## src/rtl/dtree_pkg.sv

```systemverilog
// dtree_pkg: shared types and helpers for the decision-tree label queue.
//   leaf_idx_width() - leaf index width, 2*$clog2(FEATURES)
//   label_t          - class label type at the default label width
//   sat_inc()        - saturating increment used by the drop and class counters
package dtree_pkg;

    localparam int unsigned LABEL_W_DEFAULT = 2;

    typedef logic [LABEL_W_DEFAULT-1:0] label_t;

    // Leaf index is {level, path}, each $clog2(FEATURES) bits wide.
    function automatic int unsigned leaf_idx_width(input int unsigned features);
        return 2 * $clog2(features);
    endfunction

    // Increment value, holding at the all-ones value of a width-bit counter.
    // Counters up to 32 bits are supported.
    function automatic logic [31:0] sat_inc(input logic [31:0] value, input int unsigned width);
        logic [31:0] max_val;
        max_val = (width >= 32) ? 32'hFFFF_FFFF : ((32'd1 << width) - 32'd1);
        return (value >= max_val) ? max_val : value + 32'd1;
    endfunction

endpackage

```

## src/rtl/label_fifo.sv

```systemverilog
// label_fifo: synchronous FIFO holding class labels.
//   clk      in   clock, rising edge
//   reset    in   asynchronous active-low reset; clears pointers and storage
//   i_push   in   push request with i_data
//   i_data   in   WIDTH-bit entry to push
//   i_pop    in   pop request; ignored while empty
//   o_full   out  DEPTH entries held
//   o_empty  out  no entries held
//   o_head   out  oldest entry, read straight from the storage registers
// A push while full is accepted only when a pop happens in the same cycle.
module label_fifo #(
    parameter int unsigned DEPTH = 8,
    parameter int unsigned WIDTH = 2
) (
    input  logic             clk,
    input  logic             reset,
    input  logic             i_push,
    input  logic [WIDTH-1:0] i_data,
    input  logic             i_pop,
    output logic             o_full,
    output logic             o_empty,
    output logic [WIDTH-1:0] o_head
);

    localparam int unsigned PW = $clog2(DEPTH);

    logic [WIDTH-1:0] r_mem [DEPTH];
    logic [PW:0]      r_wr_ptr;
    logic [PW:0]      r_rd_ptr;
    logic             w_do_push;
    logic             w_do_pop;

    // Extra MSB on each pointer separates full from empty when the low bits match.
    assign o_empty   = (r_wr_ptr == r_rd_ptr);
    assign o_full    = (r_wr_ptr[PW] != r_rd_ptr[PW]) &&
                       (r_wr_ptr[PW-1:0] == r_rd_ptr[PW-1:0]);
    assign w_do_pop  = i_pop && !o_empty;
    // When full, the slot being written is the one being popped this cycle.
    assign w_do_push = i_push && (!o_full || w_do_pop);
    assign o_head    = r_mem[r_rd_ptr[PW-1:0]];

    always_ff @(posedge clk or negedge reset) begin
        if (!reset) begin
            r_wr_ptr <= '0;
            r_rd_ptr <= '0;
            for (int i = 0; i < int'(DEPTH); i++) begin
                r_mem[i] <= '0;
            end
        end else begin
            if (w_do_push) begin
                r_mem[r_wr_ptr[PW-1:0]] <= i_data;
                r_wr_ptr                <= r_wr_ptr + 1'b1;
            end
            if (w_do_pop) begin
                r_rd_ptr <= r_rd_ptr + 1'b1;
            end
        end
    end

endmodule

```

## src/rtl/dtree_label_queue.sv

```systemverilog
// dtree_label_queue: maps decision-tree leaves to class labels and queues them.
//   clk          in   clock, rising edge
//   reset        in   asynchronous active-low reset
//   level, path  in   leaf depth / path bits from the tree
//   in_valid     in   one-cycle strobe qualifying level/path
//   cfg_we       in   label table write enable
//   cfg_addr     in   leaf index {level, path} to write
//   cfg_label    in   label to write
//   label        out  FIFO head label
//   label_valid  out  FIFO not empty
//   label_ready  in   consumer accepts head while label_valid
//   drop_count   out  saturating count of labels lost to a full FIFO
//   count_sel    in   class counter select         (DTREE_CLASS_COUNT_EN only)
//   count_out    out  selected class count         (DTREE_CLASS_COUNT_EN only)
//   count_clear  in   synchronous clear of counters (DTREE_CLASS_COUNT_EN only)
// Optional feature macro: DTREE_CLASS_COUNT_EN enables per-class lookup counters.
module dtree_label_queue
    import dtree_pkg::*;
#(
    parameter  int unsigned FEATURES    = 3,
    parameter  int unsigned LABEL_WIDTH = 2,
    parameter  int unsigned DEPTH       = 8,
    parameter  int unsigned COUNT_WIDTH = 16,
    localparam int unsigned LW          = $clog2(FEATURES),
    localparam int unsigned IW          = leaf_idx_width(FEATURES)
) (
    input  logic                   clk,
    input  logic                   reset,
    input  logic [LW-1:0]          level,
    input  logic [LW-1:0]          path,
    input  logic                   in_valid,
    input  logic                   cfg_we,
    input  logic [IW-1:0]          cfg_addr,
    input  logic [LABEL_WIDTH-1:0] cfg_label,
    output logic [LABEL_WIDTH-1:0] label,
    output logic                   label_valid,
    input  logic                   label_ready,
`ifdef DTREE_CLASS_COUNT_EN
    input  logic [LABEL_WIDTH-1:0] count_sel,
    output logic [COUNT_WIDTH-1:0] count_out,
    input  logic                   count_clear,
`endif
    output logic [COUNT_WIDTH-1:0] drop_count
);

    localparam int unsigned TABLE_N = 1 << IW;

    logic [LABEL_WIDTH-1:0] r_table [TABLE_N];
    logic [IW-1:0]          r_s1_idx;
    logic                   r_s1_valid;
    logic [COUNT_WIDTH-1:0] r_drop_count;

    logic [LABEL_WIDTH-1:0] w_lookup;
    logic                   w_full;
    logic                   w_empty;
    logic                   w_pop;
    logic                   w_drop;
    logic [COUNT_WIDTH-1:0] w_drop_inc;

    // Stage 1: capture the leaf index; s1_valid follows the strobe each cycle.
    always_ff @(posedge clk or negedge reset) begin
        if (!reset) begin
            r_s1_valid <= 1'b0;
            r_s1_idx   <= '0;
        end else begin
            r_s1_valid <= in_valid;
            if (in_valid) begin
                r_s1_idx <= {level, path};
            end
        end
    end

    // Label table; a write lands on the edge, so a same-cycle lookup sees the old value.
    always_ff @(posedge clk or negedge reset) begin
        if (!reset) begin
            for (int i = 0; i < int'(TABLE_N); i++) begin
                r_table[i] <= '0;
            end
        end else if (cfg_we) begin
            r_table[cfg_addr] <= cfg_label;
        end
    end

    // Stage 2: combinational lookup feeds the FIFO push.
    assign w_lookup    = r_table[r_s1_idx];
    assign label_valid = !w_empty;
    assign w_pop       = label_valid && label_ready;
    assign w_drop      = r_s1_valid && w_full && !w_pop;

    label_fifo #(
        .DEPTH (DEPTH),
        .WIDTH (LABEL_WIDTH)
    ) u_label_fifo (
        .clk     (clk),
        .reset   (reset),
        .i_push  (r_s1_valid),
        .i_data  (w_lookup),
        .i_pop   (w_pop),
        .o_full  (w_full),
        .o_empty (w_empty),
        .o_head  (label)
    );

    always_comb begin
        w_drop_inc = COUNT_WIDTH'(sat_inc(32'(r_drop_count), COUNT_WIDTH));
    end

    always_ff @(posedge clk or negedge reset) begin
        if (!reset) begin
            r_drop_count <= '0;
        end else if (w_drop) begin
            r_drop_count <= w_drop_inc;
        end
    end

    assign drop_count = r_drop_count;

`ifdef DTREE_CLASS_COUNT_EN
    localparam int unsigned NUM_CLASSES = 1 << LABEL_WIDTH;

    logic [COUNT_WIDTH-1:0] r_class_cnt [NUM_CLASSES];
    logic [COUNT_WIDTH-1:0] w_class_inc;

    always_comb begin
        w_class_inc = COUNT_WIDTH'(sat_inc(32'(r_class_cnt[w_lookup]), COUNT_WIDTH));
    end

    // Every lookup counts, dropped or not; clear beats a same-cycle increment.
    always_ff @(posedge clk or negedge reset) begin
        if (!reset) begin
            for (int i = 0; i < int'(NUM_CLASSES); i++) begin
                r_class_cnt[i] <= '0;
            end
        end else if (count_clear) begin
            for (int i = 0; i < int'(NUM_CLASSES); i++) begin
                r_class_cnt[i] <= '0;
            end
        end else if (r_s1_valid) begin
            r_class_cnt[w_lookup] <= w_class_inc;
        end
    end

    assign count_out = r_class_cnt[count_sel];
`endif

endmodule

```

## config.mk

```make
export PLATFORM = sky130hd
export DESIGN_NAME = dtree_label_queue
export DESIGN_NICKNAME = d
export VERILOG_FILES = /design/src/rtl/dtree_pkg.sv /design/src/rtl/label_fifo.sv /design/src/rtl/dtree_label_queue.sv
export SDC_FILE = /design/constraint.sdc
export NUM_CORES = 1
export LEC_CHECK = 0
export CAP_MARGIN = 20
export CORE_AREA = 2 2 97 99
export CTS_BUF_LIST = sky130_fd_sc_hd__clkbuf_8
export DETAILED_ROUTE_END_ITERATION = 16
export DIE_AREA = 0 0 99 101
export GPL_TIMING_DRIVEN = 1
export PLACE_DENSITY = 0.65
export SYNTH_ARGS = -nofsm -noshare
export SYNTH_HDL_FRONTEND = slang
export SYNTH_SLANG_ARGS = --single-unit
```

## constraint.sdc

```tcl
create_clock -name clk -period 2.45 [get_ports clk]
set_clock_uncertainty 0.2 [all_clocks]
set_input_delay 0.6125 -clock clk [delete_from_list [all_inputs] [get_ports clk]]
set_output_delay 0.6125 -clock clk [all_outputs]
set_load 0.02 [all_outputs]
```

==> impl_metrics.yaml, run 1 <==
detailed_routing:
  via_per_inst: 5.66
  ant_nets: 0
  drtIter0Drc: 139
  post_drt_wl_per_cell_um: 16.8
  drcViolationCount: 0
  vias: 2739
  routed_wl_um: 8130
  dr.pass1.iters: 4
timing:
  rsz0062_at_grt: "yes"
  slew_headroom_pct: 63.5
  tns_ns: -0.215
  drv_slew: 0
  worst_slack_ns: -0.109
  timing_hold_violations_final: 0
  setup_viol: 2
  fmax_ghz: 0.391
  period_share_pct: 104
  fin_hold_ws_ns: 0.308
  tightest_slew_ns: 0.546
  min_period_ns: 2.56
synthesis:
  synthTopCellsByArea: "dfrtp_1, mux2_2, mux4_2"
  synthArstFlopShare_pct: 100
  synth_common_cells: "dfrtp_1, mux2_2, nor2_1"
  synthCells: 308
  yosysTopAreaCell: "dfrtp_1"
  synthMostInstantiatedCell: "dfrtp_1"
  synth_edf_count: 0
  ys_ff_latch: 77
  synth_area_mm2: 0.00393
  yosysWarnings: 0
  synthFlopType: "dfrtp_1"
  ys_types: 43
  ys_seq_area_share_pct: 49.1
  synth_top_area_share_pct: 49.1
  syn_avg_cell_area_um2: 12.7
  synth_nets: 326
placed_design:
  placed_cell_area_mm2: 0.00454
  gp_congestion: 0.877
  portBuffers: 33
  dpl.hpwl_um: 5750
clock_tree:
  clock_path_buffers: 2
  clkLatencyLatePin_ns: 0.36
  path_clk_slew_ns: 0.08
  root_buffer: "clkbuf_8"
  cts_buffers: 9
  htree_levels: 3
  post_cts_buffers: 0
  cts_tree: "built"
  clock_sinks: 77
critical_path:
  critPathKind: "reg -> out"
  crit_path_end_kind: "output port"
  cp_slowest_stage_delay_ns: 0.52
  path_cells: "mux4_2, mux2_4, buf_6"
  cp.required_ns: 1.64
  crit_arrival_ns: 1.75
  critPathSlowestCell: "mux4_2"
  reg2reg_depth: 7
  start_kind: "flop"
  path_max_fanout: 5
cells_and_area:
  fin_nets: 386
  fin_area_mm2: 0.00479
  postLayoutCoreUtil_pct: 53.3
  nFillCells: 749
  area_growth_syn_to_layout_pct: 21.9
  drive_gt1_share_pct: 36.2
  antenna_cells: 0
hold_path:
  holdPathStages: 1
  hold_path.class: "reg -> reg"
global_route:
  grt_pass1_wl_um: 13500
  antenna_found_initial: 0
  grtUsageTotal_pct: 17.3
  grt_max_degree: 47
  grt_pass1_vias: 2729
  grt_overflow: 0
floorplan:
  die_area_mm2: 0.0100
  rows: 35
  die_y_um: 101
  start_util_pct: 43.7
  coreArea_mm2: 0.00898
  die_x_um: 99
  boundaryPins: 34
pwr:
  p_per_area_mw_per_mm2: 982
  ir_drop_v: 0.000383
  p_leak_uw: 0.00208
job:
  maxCapViolCount: 0
status:
  outcome: "complete, but fails checks"
  violations: "negative setup slack"
-- sequential cells by signal (all words and copies together) (netlist names) --
signal and flops:
drop_count 16, r_s1_idx 4, r_s1_valid 1, r_table 32, u_label_fifo.r_mem 16, u_label_fifo.r_rd_ptr 4, u_label_fifo.r_wr_ptr 4
-- layout by cell type (no fill, tap or decap), types with 4 or more instances in the layout --
master | netlist | routed
and3_1 | 5 | 5
inv_1 | 8 | 8
nor3_1 | 4 | 4
clkbuf_8 | 0 | 12
nor2b_1 | 4 | 4
a41oi_1 | 5 | 5
mux2_2 | 57 | 56
nand3_1 | 10 | 10
nor4_1 | 4 | 4
mux2i_1 | 4 | 4
dfrtp_1 | 77 | 75
nand4_1 | 5 | 5
buf_4 | 1 | 29
o211ai_2 | 4 | 4
a21oi_1 | 6 | 6
a31oi_1 | 14 | 14
nor2_1 | 19 | 19
mux4_2 | 12 | 12
xor2_1 | 6 | 5
clkdlybuf4s50_1 | 0 | 29
xnor2_1 | 5 | 5
nand3b_1 | 4 | 4
nand2_1 | 10 | 10
-- kinds of logic after synthesis --
logic type	synth area share, %
and+or+nand+nor	12.7
DFF	49.1
muxes	24.3
AOI/OAI and AO/OA	7.78
buffers and inverters	2.80
xor gates and xnor gates	2.45
adders and majority gates	0.956
-- power breakdown --
part | switching [uW] | internal, uW
clock network | 474 | 549
logic | 864 | 922
registers | 274 | 1620
-- path summary, 6_finish.rpt --
kind	startpoint	to	slack (ns)
min in group asynchronous	reset	drop_count[13]	0.54
max	u_label_fifo.r_rd_ptr[0]	label[1]	-0.11
max in group asynchronous	reset	u_label_fifo.r_rd_ptr[0]	0.92
min reg2reg	u_label_fifo.r_mem[8]	u_label_fifo.r_mem[8]	0.31
max reg2reg	u_label_fifo.r_rd_ptr[0]	u_label_fifo.r_mem[7]	0.13
min	u_label_fifo.r_mem[8]	u_label_fifo.r_mem[8]	0.31
-- area by class of cell --
cell class	count	area (um^2)	share of cell area [%]
clock buffers	12	165	3.45
clock inverters	4	45.0	0.941
inverters	8	30.0	0.627
multi-input cells	209	1910	40.0
flip-flops and latches	77	1930	40.3
well taps	111	139	2.90
repair buffers	63	566	11.8
-- layer usage --
layer  part of all wire, %  GRT usage, %  wire length, um
met5                     0             0                0
met4                   1.7          6.74              138
met3                   3.1          3.19              250
met2                    48          28.1             3870
met1                    48          23.1             3870
-- worst max-delay path: cells and delay by family (launching register included) --
| family | cells | cell delay, ns |
|---|---|---|
| buf+inv | 1 | 0.13 |
| flops | 1 | 0.46 |
| mux | 2 | 0.81 |
-- metrics by stage --
stage	std cells	worst slack (ns)	power, uW
global placement	467	-0.137	3580
global route	484	-0.164	4990
CTS	484	-0.118	4700
detailed placement	467	-0.190	3640
floorplan	308	0.116	3080
finish	484	-0.109	4700
-- timing repair --
item	in CTS	in global routing
endpoints found under the setup margin	4	14
pin swaps	1	0
hold buffers	1	0
gates resized for setup	20	2
endpoints found under the hold margin	1	0
Note: power is estimated with default switching activity, not from simulation.
==> inputs of run 2 (changes only) <==
CORE_AREA = 2 2 96 98   (was 2 2 97 99)
DIE_AREA = 0 0 98 100   (was 0 0 99 101)
PLACE_DENSITY = 0.66   (was 0.65)
SYNTH_HIERARCHICAL = 1   (was unset)
TNS_END_PERCENT = 5   (was unset)
==> impl_metrics.yaml, run 2 <==
status:
  outcome: "complete, but fails checks"
  violations: "negative setup slack"
synthesis:
  synthXorXnorAreaFrac_pct: 3.75
  syn_avg_cell_area_um2: 12.2
  synth_edf_count: 0
  synth_top_area_share_pct: 49.7
  yosysTopAreaCell: "dfrtp_1"
  synth.area.mux_share_pct: 19.4
  synth_top_family_by_area: "multiplexers"
  synthCells: 317
  synthArstFlopShare_pct: 100
  synthFlopType: "dfrtp_1"
  synth_common_cells: "dfrtp_1, mux2_2, nor2_1"
  yosysWarnings: 6
  synthAdderAreaFrac_pct: 0.969
  synthMostInstantiatedCell: "dfrtp_1"
  synthTopCellsByArea: "dfrtp_1, mux2_2, mux4_2"
  synth_compound_area_share_pct: 9.85
  ys_types: 51
  yosys.area_share.simple_pct: 14.0
  synth_area_mm2: 0.00387
  synth_nets: 335
  ys_ff_latch: 77
  ys_seq_area_share_pct: 49.7
critical_path:
  path_buf_inv: 1
  critPathSlowestCell: "mux4_2"
  path_max_fanout: 5
  crit_family: "multiplexers"
  start_kind: "flop"
  reg2reg_to: "drop_count[12]"
  reg2reg_setup_slack_ns: -0.03
  reg2reg_depth: 9
  r2r_start: "u_label_fifo/r_rd_ptr[0]"
  path_cells: "mux4_2, mux2_4, buf_6"
  crit_arrival_ns: 1.73
  critPathKind: "reg -> out"
  cp.required_ns: 1.64
  startpoint: "u_label_fifo/r_rd_ptr[0]"
  crit_path_end_kind: "output port"
  cp_slowest_stage_delay_ns: 0.51
timing:
  period_share_pct: 104
  setup_viol: 5
  slew_headroom_pct: 60.9
  min_period_ns: 2.54
  worst_slack_ns: -0.0885
  fmax_ghz: 0.394
  tightest_slew_ns: 0.584
  drv_slew: 0
  rsz0062_at_grt: "yes"
  timing_hold_violations_final: 0
  tns_ns: -0.239
detailed_routing:
  drtIter0Drc: 104
  dr.pass1.iters: 4
  routed_wl_um: 8130
  post_drt_wl_per_cell_um: 16.6
  drcViolationCount: 0
  ant_nets: 0
  vias: 2695
  via_per_inst: 5.51
cells_and_area:
  area_growth_syn_to_layout_pct: 23.3
  drive_gt1_share_pct: 32.0
  fin_nets: 391
  final_cells: 489
  antenna_cells: 0
  largest_reg_flops: 32
  layout_commonest_cell: "dfrtp_1"
  regMostFlops: "r_table"
  most-common-layout-cells: "dfrtp_1, mux2_2, clkdlybuf4s50_1"
pwr:
  p_comb_share_pct: 37.4
  ir_drop_v: 0.000483
  internal-power_uw: 3200
  seq_power_share_pct: 40.2
  switching_share_pct: 33.9
  p_clk_share_pct: 22.4
  p_leak_uw: 0.00196
  p_switching_uw: 1640
  p_per_area_mw_per_mm2: 1010
clock_tree:
  htree_levels: 3
  cts_buffers: 9
  path_clk_slew_ns: 0.09
  clock_path_buffers: 2
  cts_tree: "built"
  root_buffer: "clkbuf_8"
  post_cts_buffers: 0
  clock_sinks: 77
  clkLatencyLatePin_ns: 0.35
placed_design:
  place_ws_ns: -0.168
  gp_congestion: 0.825
  dpl.hpwl_um: 5850
  portBuffers: 33
  placedCellCount: 472
hold_path:
  min_from: "u_label_fifo/r_wr_ptr[3]"
  hold-path-endpoint: "u_label_fifo/r_wr_ptr[3]"
  holdPathStages: 1
  hold_path.class: "reg -> reg"
global_route:
  grt_pass1_vias: 2795
  grt_max_degree: 35
  grtUsageTotal_pct: 17.9
  antenna_found_initial: 0
  grt_overflow: 0
  grt_pass1_wl_um: 14000
floorplan:
  rows: 35
  die_area_mm2: 0.00980
  die_y_um: 100
  coreArea_mm2: 0.00889
  boundaryPins: 34
  die_x_um: 98
  start_util_pct: 43.6
job:
  maxCapViolCount: 0
-- run 2: cell types whose count changed after synthesis, moves of 5 or more --
cell / previous run / this run
mux2_2: 57 / 39
nand2_1: 10 / 22
o2bb2ai_1: 0 / 16
inv_1: 8 / 3
o21ai_1: 1 / 7
a31oi_1: 14 / 0
nand3_1: 10 / 16
or4_1: 0 / 6
-- run 2: worst reg2reg max path, cell delays in order (launching register included) --
cell and delay, ns:
dfrtp_2 0.47, buf_4 0.19, xnor2_4 0.13, nand4b_1 0.13, inv_1 0.09, nand2b_4 0.15, inv_6 0.03, or4_4 0.53
nor2_2 0.15, mux2_4 0.30
-- run 2: how the worst max path moves through the flow --
| stage | cells past startpoint | to |
|---|---|---|
| after floorplan | 10 | drop_count[14] |
| after detailed placement | 3 | label[0] |
| final | 3 | label[0] |
| after global placement | 3 | label[1] |
| after CTS | 3 | label[0] |
| after global routing | 3 | label[0] |
-- run 2: layout make-up --
class / instances / area (um^2)
inverters: 5 / 23.8
multi-input cells: 222 / 1930
flip-flops and latches: 77 / 1930
clock buffers: 9 / 124
well taps: 111 / 139
clock inverters: 7 / 98.8
repair buffers: 58 / 534
fillers: 771 / 4110
-- run 2: logic make-up (layout without fill, tap and decap cells) --
group | count (synthesis) | count (layout)
adder cells (fa/ha/maj) | 3 | 3
AO/OA/AOI/OAI | 50 | 50
AND/OR/NAND/NOR | 100 | 100
flip-flops | 77 | 77
multiplexers | 55 | 55
buffers and inverters | 18 | 79
XOR/XNOR | 14 | 14
-- run 2: routing by layer --
layer | up-vias | track usage, % | share of wire [%]
met1 | 1334 | 24.4 | 47
met4 | 0 | 4.17 | 0.79
met2 | 57 | 28.9 | 47
met3 | 7 | 4.87 | 4.5
met5 | - | 0 | 0
li1 | 1297 | - | -
-- run 2: repair_timing --
item / CTS / global route
setup endpoints to repair: 9 / 16
hold endpoints to repair: 22 / 0
resized for setup: 19 / 5
pin swaps: 0 / 0
hold buffers: 1 / 0
-- run 2: metrics by stage --
step / utilization (%) / cell area [um^2] / power [uW] / hold WS (ns)
after floorplan: - / 3930 / 3160 / 0.117
after global placement: 50.7 / 4500 / 3670 / 0.284
after detailed placement: 50.7 / 4500 / 3720 / 0.277
after CTS: 53.4 / 4750 / 4860 / 0.298
after global routing: 53.7 / 4780 / 5130 / 0.320
final: 53.7 / 4780 / 4840 / 0.299
-- run 2: power by group through the flow --
| stage | combinational [uW] | clock (uW) | sequential [uW] |
|---|---|---|---|
| after floorplan | 1300 | 0 | 1870 |
| after global placement | 1720 | 0 | 1950 |
| after detailed placement | 1760 | 0 | 1960 |
| after CTS | 1810 | 1110 | 1940 |
| after global routing | 1980 | 1160 | 1990 |
| final | 1810 | 1080 | 1950 |
==> inputs of run 3 (changes only) <==
CORE_AREA = 2 2 128 130   (was 2 2 96 98)
DIE_AREA = 0 0 130 132   (was 0 0 98 100)
PLACE_DENSITY = 0.43   (was 0.66)
SKIP_LAST_GASP = 1   (was unset)
==> impl_metrics.yaml, run 3 (synthesis gave the netlist of run 2 again) <==
floorplan:
  boundaryPins: 34
  die_y_um: 132
  coreArea_mm2: 0.0157
  start_util_pct: 24.7
  die_area_mm2: 0.0172
  die_x_um: 130
  rows: 46
timing:
  slew_headroom_pct: 58.7
  fin_hold_ws_ns: 0.300
  setup_viol: 4
  rsz0062_at_grt: "yes"
  timing_hold_violations_final: 0
  min_period_ns: 2.55
  tightest_slew_ns: 0.617
  fmax_ghz: 0.393
  period_share_pct: 104
  worst_slack_ns: -0.0956
  drv_slew: 0
detailed_routing:
  post_drt_wl_per_cell_um: 14.9
  via_per_inst: 4.47
  dr.pass1.iters: 5
  drcViolationCount: 0
  ant_nets: 0
  vias: 2725
  drtIter0Drc: 129
  routed_wl_um: 9090
pwr:
  p_per_area_mw_per_mm2: 1010
  ir_drop_v: 0.000294
  p_leak_uw: 0.00205
global_route:
  grt_pass1_vias: 2833
  grt_max_degree: 35
  grt_pass1_wl_um: 15500
  grtUsageTotal_pct: 11.7
  antenna_found_initial: 0
  grt_overflow: 0
critical_path:
  cp.required_ns: 1.64
  critPathKind: "reg -> out"
  crit_path_end_kind: "output port"
  path_max_fanout: 5
  start_kind: "flop"
  crit_arrival_ns: 1.73
  reg2reg_setup_slack_ns: -0.03
clock_tree:
  root_buffer: "clkbuf_8"
  cts_tree: "built"
  clock_path_buffers: 2
  htree_levels: 3
  clkLatencyLatePin_ns: 0.37
  cts_buffers: 9
  path_clk_slew_ns: 0.07
  clock_sinks: 77
cells_and_area:
  largest_reg_flops: 32
  fin_area_mm2: 0.00500
  final_cells: 609
  regMostFlops: "r_table"
  fin_nets: 406
  antenna_cells: 0
  nFillCells: 1581
  area_growth_syn_to_layout_pct: 29.2
  layout_commonest_cell: "dfrtp_1"
  postLayoutCoreUtil_pct: 31.9
  most-common-layout-cells: "dfrtp_1, buf_4, mux2_2"
  drive_gt1_share_pct: 32.8
status:
  outcome: "complete, but fails checks"
  violations: "negative setup slack"
placed_design:
  placedCellCount: 591
  place_ws_ns: -0.185
  placed_cell_area_mm2: 0.00475
  dpl.hpwl_um: 6730
  portBuffers: 33
  gp_congestion: 0.739
hold_path:
  hold_path.class: "reg -> reg"
job:
  maxCapViolCount: 0
## run 3: worst max-delay path, cell delays in order (launching register included)
cell and delay [ns]:
dfrtp_2 0.44, mux4_2 0.51, mux2_4 0.29, buf_6 0.13
## run 3: through the flow
step	power, uW	setup TNS, ns
floorplan	3160	-0.116
global placement	3940	-0.472
detailed placement	3960	-0.498
CTS	5120	-0.432
global route	5400	-1.22
finish	5060	-0.220
## run 3: cell type report
type	count	area, um^2	area share (%)
well taps	216	270	5.40
clock inverters	5	75.1	1.50
repair buffers	73	653	13.0
clock buffers	11	151	3.02
flip-flops and latches	77	1930	38.5
multi-input cells	222	1900	38.0
inverters	5	23.8	0.475
## run 3: routing by layer
layer  part of all wire [%]  track usage (%)  routed length (um)  vias up
met2                     48             17.7                4330       41
met5                      0                0                   0        -
li1                       -                -                   -     1312
met4                    1.0             3.11                  94        0
met3                    4.1             3.90                 374        6
met1                     47             16.0                4290     1366
## run 3: power by group
part	leakage (uW)	switching [uW]	internal, uW
Clock	0.000118	477	622
Sequential	0.000956	291	1620
Combinational	0.000972	879	1170
## run 3: what timing repair did
item                                    CTS  global route
endpoints found under the setup margin    6            14
hold buffers                              1             0
buffers inserted                          0             1
endpoints found under the hold margin    28             0
resized for setup                        17             2
pin swaps                                 0             1
## run 3: path summary, 6_finish.rpt
check	start	end	cells after the start
setup / recovery	u_label_fifo/r_rd_ptr[0]	label[1]	3
hold / removal	u_label_fifo/r_rd_ptr[3]	u_label_fifo/r_rd_ptr[3]	1
setup reg to reg	u_label_fifo/r_rd_ptr[0]	drop_count[14]	9
hold reg to reg	u_label_fifo/r_rd_ptr[3]	u_label_fifo/r_rd_ptr[3]	1
max in group asynchronous	reset	r_table[19]	3
min in group asynchronous	reset	u_label_fifo/r_mem[7]	2
